[src/rtl/noc_pkg.sv]
// Shared router constants: packet width, requester slots, arbiter state encoding and
// header field positions used by the routing units.
package noc_pkg;

   localparam int unsigned PKT_W   = 64;
   localparam int unsigned NUM_REQ = 4;

   // Requester slots at an output arbiter; the PE input takes slot 0 on direction outputs.
   localparam int unsigned REQ_PE = 0;
   localparam int unsigned REQ_0  = 0;
   localparam int unsigned REQ_1  = 1;
   localparam int unsigned REQ_2  = 2;
   localparam int unsigned REQ_3  = 3;

   // Header fields edited by the routing units; the arbiter passes them through untouched.
   localparam int unsigned DIR_X_BIT = 58;
   localparam int unsigned DIR_Y_BIT = 57;
   localparam int unsigned HOP_X_MSB = 56;
   localparam int unsigned HOP_X_LSB = 55;
   localparam int unsigned HOP_Y_MSB = 54;
   localparam int unsigned HOP_Y_LSB = 53;

   typedef enum logic {
      StIdle  = 1'b0,
      StGrant = 1'b1
   } arb_state_e;

endpackage

[src/rtl/noc_out_arbiter_if.sv]
// Requester/FIFO side bundle of one router output arbiter.
interface noc_out_arbiter_if
   import noc_pkg::*;
#(
   parameter int unsigned W = PKT_W,
   parameter int unsigned N = NUM_REQ
);
   logic [N-1:0]   pend;
   logic [N-1:0]   req;
   logic [N*W-1:0] in_packet;
   logic [N-1:0]   full;
   logic           out_full;
   logic [W-1:0]   out_packet;
   logic           out_wr;
   logic [1:0]     gnt_id;
   logic           err;

   modport slave (
      input  pend, req, in_packet, out_full,
      output full, out_packet, out_wr, gnt_id, err
   );

   modport master (
      output pend, req, in_packet, out_full,
      input  full, out_packet, out_wr, gnt_id, err
   );
endinterface

[src/rtl/rr_pick.sv]
// Combinational round-robin picker: first set bit of pend_i scanning upward from ptr_i,
// wrapping 3 -> 0.
module rr_pick (
   input  logic [3:0] pend_i,
   input  logic [1:0] ptr_i,
   output logic [3:0] sel_o,
   output logic [1:0] idx_o,
   output logic       any_o
);

   always_comb begin
      idx_o = ptr_i;
      any_o = |pend_i;
      // Scan from the far end so the candidate nearest ptr_i is written last and wins.
      for (int k = 3; k >= 0; k--) begin
         if (pend_i[ptr_i + 2'(k)]) begin
            idx_o = ptr_i + 2'(k);
         end
      end
      sel_o = any_o ? (4'b0001 << idx_o) : 4'b0000;
   end

endmodule

[src/rtl/noc_out_arbiter.sv]
// Round-robin arbiter for one router output link. The grant is registered so that
// full never depends on req, breaking the loop through the routing units.
module noc_out_arbiter
   import noc_pkg::*;
#(
   parameter int unsigned W = PKT_W,
   parameter int unsigned N = NUM_REQ
) (
   input  logic              clk_i,
   input  logic              rst_ni,
   noc_out_arbiter_if.slave  bus
);

   arb_state_e     state_q, state_d;
   logic [N-1:0]   gnt_q, gnt_d;
   logic [1:0]     ptr_q, ptr_d;
   logic [W-1:0]   out_packet_q, out_packet_d;
   logic           out_wr_q, out_wr_d;
   logic [1:0]     gnt_id_q, gnt_id_d;
   logic           err_q, err_d;

   logic [N-1:0]   full;
   logic [N-1:0]   xfer_vec;
   logic           illegal;
   logic [3:0]     pick_sel;
   logic [1:0]     pick_idx;
   logic           pick_any;

   rr_pick u_rr_pick (
      .pend_i (bus.pend),
      .ptr_i  (ptr_q),
      .sel_o  (pick_sel),
      .idx_o  (pick_idx),
      .any_o  (pick_any)
   );

   always_comb begin
      full     = ~(gnt_q & {N{~bus.out_full}});
      xfer_vec = gnt_q & bus.req & ~full;
      illegal  = |(bus.req & full);
   end

   always_comb begin
      state_d      = state_q;
      gnt_d        = gnt_q;
      ptr_d        = ptr_q;
      out_packet_d = out_packet_q;
      out_wr_d     = 1'b0;
      gnt_id_d     = gnt_id_q;
      // Strobes against a full requester are dropped but remembered until reset.
      err_d        = err_q | illegal;

      unique case (state_q)
         StIdle: begin
            if (pick_any) begin
               gnt_d    = pick_sel;
               gnt_id_d = pick_idx;
               state_d  = StGrant;
            end
         end
         StGrant: begin
            if (|xfer_vec) begin
               for (int i = 0; i < int'(N); i++) begin
                  if (gnt_q[i]) begin
                     out_packet_d = bus.in_packet[i*W +: W];
                  end
               end
               out_wr_d = 1'b1;
               ptr_d    = gnt_id_q + 2'd1;
               gnt_d    = '0;
               state_d  = StIdle;
            end else if (!(|(gnt_q & bus.pend))) begin
               gnt_d   = '0;
               state_d = StIdle;
            end
         end
         default: begin
            gnt_d   = '0;
            state_d = StIdle;
         end
      endcase
   end

   always_ff @(posedge clk_i or negedge rst_ni) begin
      if (!rst_ni) begin
         state_q      <= StIdle;
         gnt_q        <= '0;
         ptr_q        <= '0;
         out_packet_q <= '0;
         out_wr_q     <= 1'b0;
         gnt_id_q     <= '0;
         err_q        <= 1'b0;
      end else begin
         state_q      <= state_d;
         gnt_q        <= gnt_d;
         ptr_q        <= ptr_d;
         out_packet_q <= out_packet_d;
         out_wr_q     <= out_wr_d;
         gnt_id_q     <= gnt_id_d;
         err_q        <= err_d;
      end
   end

   assign bus.full       = full;
   assign bus.out_packet = out_packet_q;
   assign bus.out_wr     = out_wr_q;
   assign bus.gnt_id     = gnt_id_q;
   assign bus.err        = err_q;

endmodule

[src/flat_wrapper.sv]
// flat-port wrapper written by rule: the top's interface ports become plain ports
module noc_out_arbiter_flat import noc_pkg::*;
#(
   parameter int unsigned W = PKT_W,
   parameter int unsigned N = NUM_REQ
)
  (clk_i, rst_ni, bus_pend, bus_req, bus_in_packet, bus_out_full, bus_full, bus_out_packet, bus_out_wr, bus_gnt_id, bus_err);
  noc_out_arbiter_if #(.W(W), .N(N)) bus_i ();
  input  logic clk_i;
  input  logic rst_ni;
  input wire logic [$bits(bus_i.pend)-1:0] bus_pend;
  input wire logic [$bits(bus_i.req)-1:0] bus_req;
  input wire logic [$bits(bus_i.in_packet)-1:0] bus_in_packet;
  input wire logic [$bits(bus_i.out_full)-1:0] bus_out_full;
  output wire logic [$bits(bus_i.full)-1:0] bus_full;
  output wire logic [$bits(bus_i.out_packet)-1:0] bus_out_packet;
  output wire logic [$bits(bus_i.out_wr)-1:0] bus_out_wr;
  output wire logic [$bits(bus_i.gnt_id)-1:0] bus_gnt_id;
  output wire logic [$bits(bus_i.err)-1:0] bus_err;
  assign bus_i.pend = bus_pend;
  assign bus_i.req = bus_req;
  assign bus_i.in_packet = bus_in_packet;
  assign bus_i.out_full = bus_out_full;
  assign bus_full = bus_i.full;
  assign bus_out_packet = bus_i.out_packet;
  assign bus_out_wr = bus_i.out_wr;
  assign bus_gnt_id = bus_i.gnt_id;
  assign bus_err = bus_i.err;
  noc_out_arbiter #(.W(W), .N(N)) u_core (.clk_i(clk_i), .rst_ni(rst_ni), .bus(bus_i));
endmodule
[config.mk]
export PLATFORM = sky130hd
export DESIGN_NAME = noc_out_arbiter_flat
export DESIGN_NICKNAME = d
export VERILOG_FILES = /design/src/rtl/noc_pkg.sv /design/src/rtl/noc_out_arbiter_if.sv /design/src/rtl/rr_pick.sv /design/src/rtl/noc_out_arbiter.sv /design/src/flat_wrapper.sv
export SDC_FILE = /design/constraint.sdc
export NUM_CORES = 1
export LEC_CHECK = 0
export CAP_MARGIN = 0
export CORE_AREA = 2 2 131 133
export DETAILED_ROUTE_END_ITERATION = 8
export DIE_AREA = 0 0 133 135
export DONT_BUFFER_PORTS = 1
export SLEW_MARGIN = 20
export SYNTH_ARGS = -nofsm -noshare
export SYNTH_HDL_FRONTEND = slang
export SYNTH_SLANG_ARGS = --single-unit
export TNS_END_PERCENT = 10
[constraint.sdc]
create_clock -name clk_i -period 2.3 [get_ports clk_i]
set_clock_uncertainty 0.05 [all_clocks]
set_input_delay 0.345 -clock clk_i [delete_from_list [all_inputs] [get_ports clk_i]]
set_output_delay 0.345 -clock clk_i [all_outputs]
set_load 0.01 [all_outputs]
# Word-level counts from Yosys, hierarchy flattened
# Cells that the tools add are included.
dict set report classes {
  addsub 4
  order_cmp 4
  eq_ne 2
  shift 1
  mux 26
  n_bitwise 10
  reduce_logical 9
}
# op n
set ops {}
lappend ops {{2-to-1 mux 64 bit} 4}
lappend ops {{AND 4 bit} 5}
lappend ops {{OR reduction 4 bit} 4}
lappend ops {{< comparator 2 x 3 -> 1 bit (second input constant)} 4}
lappend ops {{2-to-1 mux 4 bit} 3}
lappend ops {{2-to-1 mux 1 bit} 9}
lappend ops {{binary-select mux 1 bit (select 2 bit)} 4}
lappend ops {{2-to-1 mux 2 bit} 4}
lappend ops {{inverter 4 bit} 2}
lappend ops {{case mux 4 bit (2 select lines)} 1}
lappend ops {{AND reduction 2 bit} 3}
lappend ops {{adder 2 x 1 -> 2 bit (second input constant)} 2}
lappend ops {{adder 2 bit (second input constant)} 2}
lappend ops {{nonzero test 4 bit} 1}
lappend ops {{<< shifter 1 x 2 -> 4 bit (first input constant)} 1}
lappend ops {{inequality test 3 bit (second input constant)} 1}
lappend ops {{AND reduction 3 bit} 1}
lappend ops {{inequality test 2 x 1 -> 1 bit (second input constant)} 1}
lappend ops {{inverter 1 bit} 2}
lappend ops {{case mux 1 bit (2 select lines)} 1}
lappend ops {{OR 1 bit} 1}
dict set report totals {
  ff_bits 75
  inputBits 267
  output_inout_bits 72
  wordCells 63
}

# Depth between registers and ports, before layout
# Gate-level depths: netlist of the first run.
dict set report depth {
  word_depth 10
  ltp_mapped 7
}

# Cells and area by module
# A second synthesis of the first run with hierarchy kept.
dict set report unflattened {
  hier_cells 504
  area_unflattened_um2 4580.6
}
# mod instances cells_per_inst area_each_um2 seq_area_each_um2
set by_module_without_submodules {}
lappend by_module_without_submodules {noc_out_arbiter 1 472 4374.2 1876.8}
lappend by_module_without_submodules {rr_pick 1 32 206.4 0.0}

# Least setup slack after synthesis of the first run
# No wires, ideal clock.
dict set report synth_path {
  path_type {reg2reg}
  startpoint {register u_core.gnt_q[3]}
  endpoint {register u_core.out_packet_q[0] (netlist: u_core.bus.out_packet[0])}
  setup_ns 0.126
  arrival_ns 1.307
  required_ns 2.124
  setup_slack_ns 0.817
  path_stages_with_launch 7
  n_path_buf 3
  period_less_slack_ns 1.483
  path_cell_list {dfrtp_1 -> clkbuf_1 -> a22oi_1 -> a211oi_2 -> buf_4 -> buf_2 -> a21oi_1}
}
dict set report synth_between {
  elab_chain_cells 6
  elab_cells_between_ends 9
}
# item line_no
set synth_lines {}
lappend synth_lines {{start, declared} noc_out_arbiter.sv:15} ;# logic [N-1:0] gnt_q, gnt_d;
lappend synth_lines {{start signal, assigned} noc_out_arbiter.sv:95} ;# gnt_q <= gnt_d;
lappend synth_lines {{AND 4 bit} noc_out_arbiter.sv:38} ;# full = ~(gnt_q & {N{~bus.out_full}});
lappend synth_lines {{inverter 4 bit} noc_out_arbiter.sv:38}
lappend synth_lines {{inverter 4 bit} noc_out_arbiter.sv:39} ;# xfer_vec = gnt_q & bus.req & ~full;
lappend synth_lines {{AND 4 bit} noc_out_arbiter.sv:39}
lappend synth_lines {{OR reduction 4 bit} noc_out_arbiter.sv:62} ;# if (|xfer_vec) begin
lappend synth_lines {{AND reduction 3 bit (no source line)} --}
lappend synth_lines {{end signal, assigned} noc_out_arbiter.sv:97} ;# out_packet_q <= out_packet_d;
lappend synth_lines {{end, declared} noc_out_arbiter.sv:17} ;# logic [W-1:0] out_packet_q, out_packet_d;
# Several ways; a longest one is shown, not always the timed one.
# A chain may end at the register's enable or synchronous reset.

# Worst setup path after layout of the first run
dict set report layout_path {
  startpoint {register u_core.gnt_q[1]}
  endpoint {output port bus_full[1]}
}
dict set report layout_between {
  elab_chain_cells 2
}
# item line_no
set layout_lines {}
lappend layout_lines {{AND 4 bit} noc_out_arbiter.sv:38}
lappend layout_lines {{inverter 4 bit} noc_out_arbiter.sv:38}
lappend layout_lines {{end, declared} flat_wrapper.sv:15} ;# output wire logic [$bits(bus_i.full)-1:0] bus_full;
# Every way passes these cells.

==> results of run 1 <==
-- sequential cells by signal (all words and copies together), names as in the netlist --
register	cells
u_core.ptr_q	2
u_core.state_q	1
u_core.gnt_q	4
u_core.bus.err	1
u_core.bus.gnt_id	2
u_core.bus.out_packet	64
u_core.bus.out_wr	1
-- placed cells by master, fill, tap and decap left out, types with 2 or more instances in the layout --
master     netlist  layout
a32o_1           4       4
inv_1            3       3
nand2b_1         4       4
buf_4            7       6
o21ai_0         68      68
buf_12           0       3
nand2_1         67      67
a22o_1           2       2
a21oi_1         70      70
dfrtp_4          0       3
dfrtp_1         75      72
clkbuf_1        10       2
nor2b_1          2       2
bufinv_16        0       3
mux2i_1        128     128
nor2_1          69      69
a22oi_1          2       2
clkbuf_16        0       9
-- kinds of logic (layout without fill, tap and decap cells) --
kind of cell,after synthesis,in the layout,share of synthesized area [%]
DFF,75,75,39.0
muxes,129,129,26.8
xor gates and xnor gates,1,1,0.182
AOI/OAI and AO/OA,156,156,17.7
buffers and inverters,47,30,4.83
and+or+nand+nor,143,143,11.5
-- path summary, 6_finish.rpt --
path	cells after the start	end	slack, ps	start
worst max-delay path	2	bus_full[1]	510	u_core.gnt_q[1]
worst min-delay path	2	u_core.bus.err	90	bus_req[0]
worst max register to register	5	u_core.bus.out_packet[19]	530	u_core.gnt_q[3]
worst min register to register	2	u_core.bus.err	510	u_core.bus.err
max in group asynchronous	2	u_core.gnt_q[1]	1350	rst_ni
min in group asynchronous	2	u_core.bus.out_packet[4]	520	rst_ni
-- final cells by class --
type / instances / area share (%)
clock buffer: 12 / 4.59
clock inverter: 4 / 1.82
inverter: 3 / 0.209
multi-input combinational: 429 / 50.5
sequential: 75 / 35.1
tap: 220 / 5.12
timing repair buffer: 11 / 2.65
-- worst max-delay path, cell delays in order, from the launching register on --
cell	delay, ps
dfrtp_4	440
buf_4	410
nand2b_1	200
-- what timing repair did --
action / CTS / global route
buffers inserted: 0 / 0
hold endpoints to repair: 75 / 0
hold buffers: 2 / 0
-- routing by layer --
layer	GRT usage, %	wire length, um	vias to the layer above
met1	17.2	5420	1873
met4	8.84	556	0
li1	-	-	1907
met3	4.02	1060	31
met2	25.4	7130	221
met5	0	0	-
-- power breakdown --
part / switching (mW) / total (mW) / internal, mW
combinational: 1.84 / 3.24 / 1.40
sequential: 0.883 / 2.87 / 1.99
clock: 0.548 / 1.64 / 1.09
total: 3.28 / 7.75 / 4.48
-- through the flow --
step	instances	worst slack, ps
after floorplan	551	817
after global placement	736	635
after detailed placement	736	541
after CTS	754	483
after global routing	754	407
final	754	513
==> flow_summary.ini, run 1 <==
[synth]
yosys.area.top_type = dfrtp_1
synth.most_common_cell = mux2i_1
synth.avg_cell_area_um2 = 8.74
yosysUniqueCellTypes = 29
synth_area_um2 = 4820
yosys-top-cells-count = mux2i_1 (128), dfrtp_1 (75), a21oi_1 (70)
synth-seq-area-share_pct = 39.0
synth_warnings = 0
yosysTopAreaCellShare_pct = 39.0
netlist_instances = 551
ys_seq_elements = 75
synthFlopType = dfrtp_1
synthArstFlopShare_pct = 100
synth.net_count = 818
synth_area_leaders = dfrtp_1 (39%), mux2i_1 (27%), a21oi_1 (7.3%)
synth_edf_count = 0

[detailed_routing]
ant_nets = 0
totalWireLength_um = 14200
drc = 0
vias = 4032
dr.pass1.iters = 4
routed_via_density = 5.35
drt-wirelength-per-cell_um = 18.8
initialDrtViolationCount = 168

[global_route]
grt_pass1_vias = 3909
grt_usage_pct = 15.0
antenna_found_initial = 0
grt_max_degree = 76
grt_overflow = 0
grt_pass1_wl_um = 21000

[clocking]
clock_latency_ps = 330
htreeDepth = 3
numClockSinks = 75
cts_made_buffers = 9
clk_path_buf_depth = 2
cts_tree = built
clock_tree.root_cell = clkbuf_16
cts_resized = 0
clkTransAtPathRegs_ps = 60

[place]
place_area_um2 = 4990
io_buffers = 0
place_congestion = 0.861
dpl.hpwl_um = 11100

[floorplan]
die-area_um2 = 18000
die_w_um = 133
initial_core_util_pct = 29.4
ioPinCount = 339
coreArea_um2 = 16400
num_rows = 47
die-height_um = 135

[setup_path]
worst_setup_path_end_kind = output port
cp-start-kind = register
critical_path_class = register to output port
critical_path_arrival_ps = 1390
crit_fanout = 28
worstPathRequired_ps = 1900

[layout]
syn2layout_area_growth_pct = 11.6
drive_gt1_share_pct = 5.62
stdcell_area_um2 = 5380
ff_latch_area_um2 = 1890
final_core_util_pct = 32.8
nNetsFinal = 796
multi_input_area_um2 = 2710
antenna_cells = 0
nFillCells = 1672

[pwr]
power_density_nw_per_um2 = 1440
power.total_mw = 7.75
leakagePower_nw = 1.91
ir_worst_vdd_v = 0.000686

[outcome]
run_status = finished clean

[min_path]
hp-class = primary input to register

[sta]
finalSetupViolCount = 0
finalCritPeriodShare_pct = 77.7
fin_crit_ps = 1790
fmax_ghz = 0.560
grt_setup_unrepaired = false
tightest_slew_ps = 590
hold_viol = 0
hold_ws_ps = 88.2
setup_tns_ps = 0
relSlewSlack_pct = 60.7
slew_viol_final = 0

[flow_run]
drv_cap = 0
Note: power is estimated with default switching activity, not from simulation.
==> run 2: changes to the inputs <==
==> constraint.sdc (replaced) <==
create_clock -name clk_i -period 1.45 [get_ports clk_i]
set_clock_uncertainty 0.05 [all_clocks]
set_input_delay 0.2175 -clock clk_i [delete_from_list [all_inputs] [get_ports clk_i]]
set_output_delay 0.2175 -clock clk_i [all_outputs]
set_load 0.01 [all_outputs]
==> run 2 against run 1 <==
Net effect:
- the flow now finishes with violations (negative hold slack, negative setup slack)
- total power is 74% higher
- flip-flop and latch count stayed put
- count of clock-buffer cells in the layout stayed put
- non-clock buffer count is 28 higher
- worst hold slack worse by 570 ps
- final cell count is 3.7% higher
- wire length is 15% higher
- clock power is 50% higher
- sequential power is 57% higher
- critical path depth is 4 higher
- die area stayed put
- first-iteration DRC count is 57% higher
- critical path type is now register to register
- largest power group unchanged
- highest routed layer unchanged
==> flow_summary.ini, run 2 (synthesized netlist as in run 1, its figures left out) <==
[clocking]
htreeDepth = 3
cts_tree = built
clock_tree.root_cell = clkbuf_16
clkTransAtPathRegs_ps = 60
numClockSinks = 75
clock_latency_ps = 340
ctsHoldBuffers = 4
clk_path_buf_depth = 2
cts_made_buffers = 9

[detailed_routing]
vias = 4326
drt-wirelength-per-cell_um = 20.9
dr.pass1.iters = 5
routed_via_density = 5.53
initialDrtViolationCount = 264
ant_nets = 0
totalWireLength_um = 16400
drc = 0

[place]
pre_cts_ws_ps = -165
dpl.hpwl_um = 11000
io_buffers = 0
place_congestion = 0.801

[global_route]
grt_pass1_vias = 4451
grt_overflow = 0
antenna_found_initial = 0
grt_usage_pct = 16.4
grt_pass1_wl_um = 23000
grt_max_degree = 76

[sta]
finalSetupViolCount = 69
relSlewSlack_pct = 68.8
grt_setup_unrepaired = true
hold_ws_ps = -480
hold_viol = 75
finalCritPeriodShare_pct = 111
fmax_ghz = 0.620
setup_slack_ps = -162
setup_tns_ps = -6650
slew_viol_final = 0
fin_crit_ps = 1610
tightest_slew_ps = 468

[floorplan]
initial_core_util_pct = 29.4
ioPinCount = 339
coreArea_um2 = 16400
die_w_um = 133
num_rows = 47
die-area_um2 = 18000
die-height_um = 135

[pwr]
switchingPower_mw = 5.71
leakagePower_nw = 2.14
seqPwrFrac_pct = 33.6
ir_worst_vdd_v = 0.00105
p_sw_share_pct = 42.4
power_density_nw_per_um2 = 2280
intPower_mw = 7.75
combPwrFrac_pct = 48.2
clock_power_share_pct = 18.3

[layout]
nFillCells = 1623
largest_reg_flops = 64
nNetsFinal = 824
drive_gt1_share_pct = 13.9
layout_commonest_cell = mux2i_1
mostFrequentLayoutCells = mux2i_1 (126), dfrtp_1 (72), a21oi_1 (67)
syn2layout_area_growth_pct = 22.8
antenna_cells = 0

[setup_path]
worst_setup_path_end_kind = register
critical_path_arrival_ps = 1780
crit_fanout = 8
critical_path_class = register to register
r2r_slack_ps = -160
worstPathRequired_ps = 1620
cp-start-kind = register

[outcome]
run_status = finished, violations left
violations = negative hold slack, negative setup slack

[flow_run]
drv_cap = 0

[min_path]
hp-class = primary input to asynchronous set/reset pin
==> run 2: cell count changes in the layout (fill, tap and decap cells not counted), moves of 4 or more <==
cell and delta:
o21ai_1 +20, o21ai_0 -21, nor2_2 +9, clkbuf_16 +5, buf_16 +4, nor2_1 -10
buf_6 +5, buf_4 +6
==> run 2: critical path, cell delays in order, from the launching register on <==
cell and delay, ps:
dfrtp_4 520, buf_8 160, clkbuf_16 180, mux2i_1 190, o21ai_1 100, mux2i_1 210
a21oi_2 80
==> run 2: what timing repair did <==
item	in CTS	in global routing
buffers inserted	4	1
gates resized for setup	39	24
cloned	3	5
endpoints found under the setup margin	73	73
pin swaps	3	5
endpoints found under the hold margin	76	75
==> run 2: layout make-up <==
type / count / area (um2) / share of cell area [%]
multi-input combinational: 429 / 2820 / 47.6
sequential: 75 / 1890 / 31.9
timing repair buffer: 39 / 599 / 10.1
clock buffer: 12 / 246 / 4.17
inverter: 3 / 11.3 / 0.190
tap: 220 / 275 / 4.66
clock inverter: 4 / 75.1 / 1.27
==> run 2: through the flow <==
stage                     total power [mW]  util (%)  instances  cell area (um2)
after floorplan                       8.57         -        551             4840
after global placement                9.75      31.3        749             5140
after detailed placement              10.0      31.3        749             5140
after CTS                             13.1      34.9        776             5730
after global routing                  14.4      36.0        782             5910
final                                 13.5      36.0        782             5910
==> run 2: per-layer routing <==
layer,global-route usage (%),up-vias,routed length (um)
met5,0,-,0
met4,8.42,0,496
met3,5.03,36,1590
met2,28.9,281,8180
met1,17.8,2057,6090
li1,-,1952,-
==> run 2: final timing paths <==
check	from	end	cells after the start
hold reg to reg	u_core.bus.err	u_core.bus.err	2
setup / recovery	u_core.gnt_q[1]	u_core.bus.out_packet[1]	6
setup reg to reg	u_core.gnt_q[1]	u_core.bus.out_packet[1]	6
max in group asynchronous	rst_ni	u_core.bus.out_packet[24]	0
min in group clk_i	bus_in_packet[242]	u_core.bus.out_packet[50]	2
hold / removal	rst_ni	u_core.bus.err	0
==> run 2: power groups by stage <==
stage	Sequential (mW)	Combinational [mW]	Clock, mW
2_1_floorplan	4.13	4.44	0
6_report	4.52	6.48	2.46
3_3_place_gp	4.47	5.28	0
4_1_cts	4.49	6.04	2.54
5_1_grt	4.62	7.14	2.64
3_5_place_dp	4.50	5.51	0
==> run 3: changes to the inputs <==
--- a/config.mk
+++ b/config.mk
@@ -10,6 +10,7 @@
 export DETAILED_ROUTE_END_ITERATION = 8
 export DIE_AREA = 0 0 133 135
 export DONT_BUFFER_PORTS = 1
+export PLACE_DENSITY = 0.53
 export SLEW_MARGIN = 20
 export SYNTH_ARGS = -nofsm -noshare
 export SYNTH_HDL_FRONTEND = slang
==> run 3 against run 2 <==
Net effect:
- the flow still finishes with violations (negative hold slack, negative setup slack)
- critical path depth up 1
- sequential power grew 3%
- via count shrank 0.69%
- fmax is 2.7% lower
- non-clock buffer count rose by 12
- critical path type unchanged
==> flow_summary.ini, run 3 (synthesized netlist as in run 1, its figures left out) <==
[sta]
hold_viol = 75
hold_ws_ps = -477
fin_crit_ps = 1660
setup_slack_ps = -207
grt_setup_unrepaired = true
fmax_ghz = 0.604
tightest_slew_ps = 334
relSlewSlack_pct = 77.6
slew_viol_final = 0
finalCritPeriodShare_pct = 114
setup_tns_ps = -12240
finalSetupViolCount = 75

[setup_path]
cp_slowest_cell = dfrtp_4
cp-start-kind = register
slowest_delay_ps = 500
r2r_slack_ps = -210
reg2reg_from = u_core.gnt_q[1]
worst_setup_path_end_kind = register
worst-path-buf-inv = 3
path_cells = a22oi_2, a211oi_4, buf_12, clkbuf_16, clkbuf_16, nor2_2, a21oi_1
crit_fanout = 9
crit_top_cell = clkbuf_16
critical_path_arrival_ps = 1830
critical_path_class = register to register
r2r_cells = 7
timing.critical_path.max_delay_family = flip-flops
r2r_end = u_core.bus.out_packet[33]
worstPathRequired_ps = 1620

[floorplan]
die-height_um = 135
coreArea_um2 = 16400
die-area_um2 = 18000
num_rows = 47
die_w_um = 133
ioPinCount = 339
initial_core_util_pct = 29.4

[place]
dpl.hpwl_um = 10600
pre_cts_ws_ps = -174
dp.cells = 751
io_buffers = 0
place_congestion = 0.807
place_area_um2 = 5160

[pwr]
power.total_mw = 14.5
leakagePower_nw = 2.27
power_density_nw_per_um2 = 2280
ir_worst_vdd_v = 0.00113

[layout]
nFillCells = 1610
antenna_cells = 0
multi_input_area_um2 = 3000
nNetsFinal = 836
layout_commonest_cell = mux2i_1
largest_reg_flops = 64
drive_gt1_share_pct = 25.1
ff_latch_area_um2 = 1890
stdcell_area_um2 = 6350
mostFrequentLayoutCells = mux2i_1 (128), dfrtp_1 (72), nand2_1 (66)
stdcell_count = 793
final_core_util_pct = 38.7
syn2layout_area_growth_pct = 31.8

[global_route]
grt_overflow = 0
grt_max_degree = 76
antenna_found_initial = 0
grt_usage_pct = 16.2
grt_pass1_wl_um = 23100
grt_pass1_vias = 4372

[clocking]
cts_made_buffers = 9
clk_path_buf_depth = 2
numClockSinks = 75
cts_tree = built
htreeDepth = 3
clock_latency_ps = 330
clock_tree.root_cell = clkbuf_16
ctsHoldBuffers = 4
clkTransAtPathRegs_ps = 60

[detailed_routing]
ant_nets = 0
drt-wirelength-per-cell_um = 21.0
dr.pass1.iters = 4
totalWireLength_um = 16600
initialDrtViolationCount = 199
vias = 4296
drc = 0
routed_via_density = 5.42

[outcome]
run_status = finished, violations left
violations = negative hold slack, negative setup slack

[flow_run]
drv_cap = 0

[min_path]
hp-class = primary input to asynchronous set/reset pin
## run 3: cell count changes in the layout (fill, tap and decap cells not counted), moves of 5 or more
cell | before | now
o21ai_0 | 47 | 58
a21oi_1 | 67 | 58
a21oi_2 | 3 | 12
o21ai_1 | 20 | 9
nor2_1 | 59 | 13
nor2_2 | 9 | 46
clkbuf_16 | 14 | 19
nor2_4 | 1 | 10
## run 3: final cells by class
class	instances	share of cell area [%]
clock buffer	11	3.82
inverter	3	0.177
multi-input combinational	429	47.2
clock inverter	4	1.56
timing repair buffer	51	13.1
sequential	75	29.8
tap	220	4.34
## run 3: where the power goes
group          switching, mW  total (mW)  internal, mW
clock                  0.857        2.58          1.72
combinational           3.67        7.24          3.57
sequential              1.49        4.64          3.15
total                   6.02        14.5          8.44
## run 3: worst max-delay path by stage
stage | start | to | slack (ps) | cells past startpoint
finish | u_core.gnt_q[1] | u_core.bus.out_packet[33] | -210 | 7
global route | u_core.gnt_q[3] | u_core.bus.out_packet[10] | -250 | 7
CTS | u_core.gnt_q[1] | u_core.bus.out_packet[23] | -150 | 5
detailed placement | u_core.gnt_q[3] | u_core.bus.out_packet[57] | -170 | 5
global placement | u_core.gnt_q[3] | u_core.gnt_q[0] | -130 | 4
floorplan | u_core.gnt_q[2] | u_core.gnt_q[3] | -20 | 5
## run 3: per-layer routing
metal | GRT usage, % | vias to the layer above | wire length, um
li1 | - | 1981 | -
met1 | 18.3 | 2075 | 6440
met2 | 28.7 | 225 | 8510
met3 | 6.42 | 15 | 1470
met4 | 4.30 | 0 | 235
met5 | 0 | - | 0
## run 3: repair_timing
action                                  4_1_cts  5_1_grt
gates resized for setup                      37       77
setup buffers                                 4        5
endpoints found under the setup margin       73       76
hold endpoints to repair                     76       75
pin swaps                                     4        8
gates cloned                                  5       10
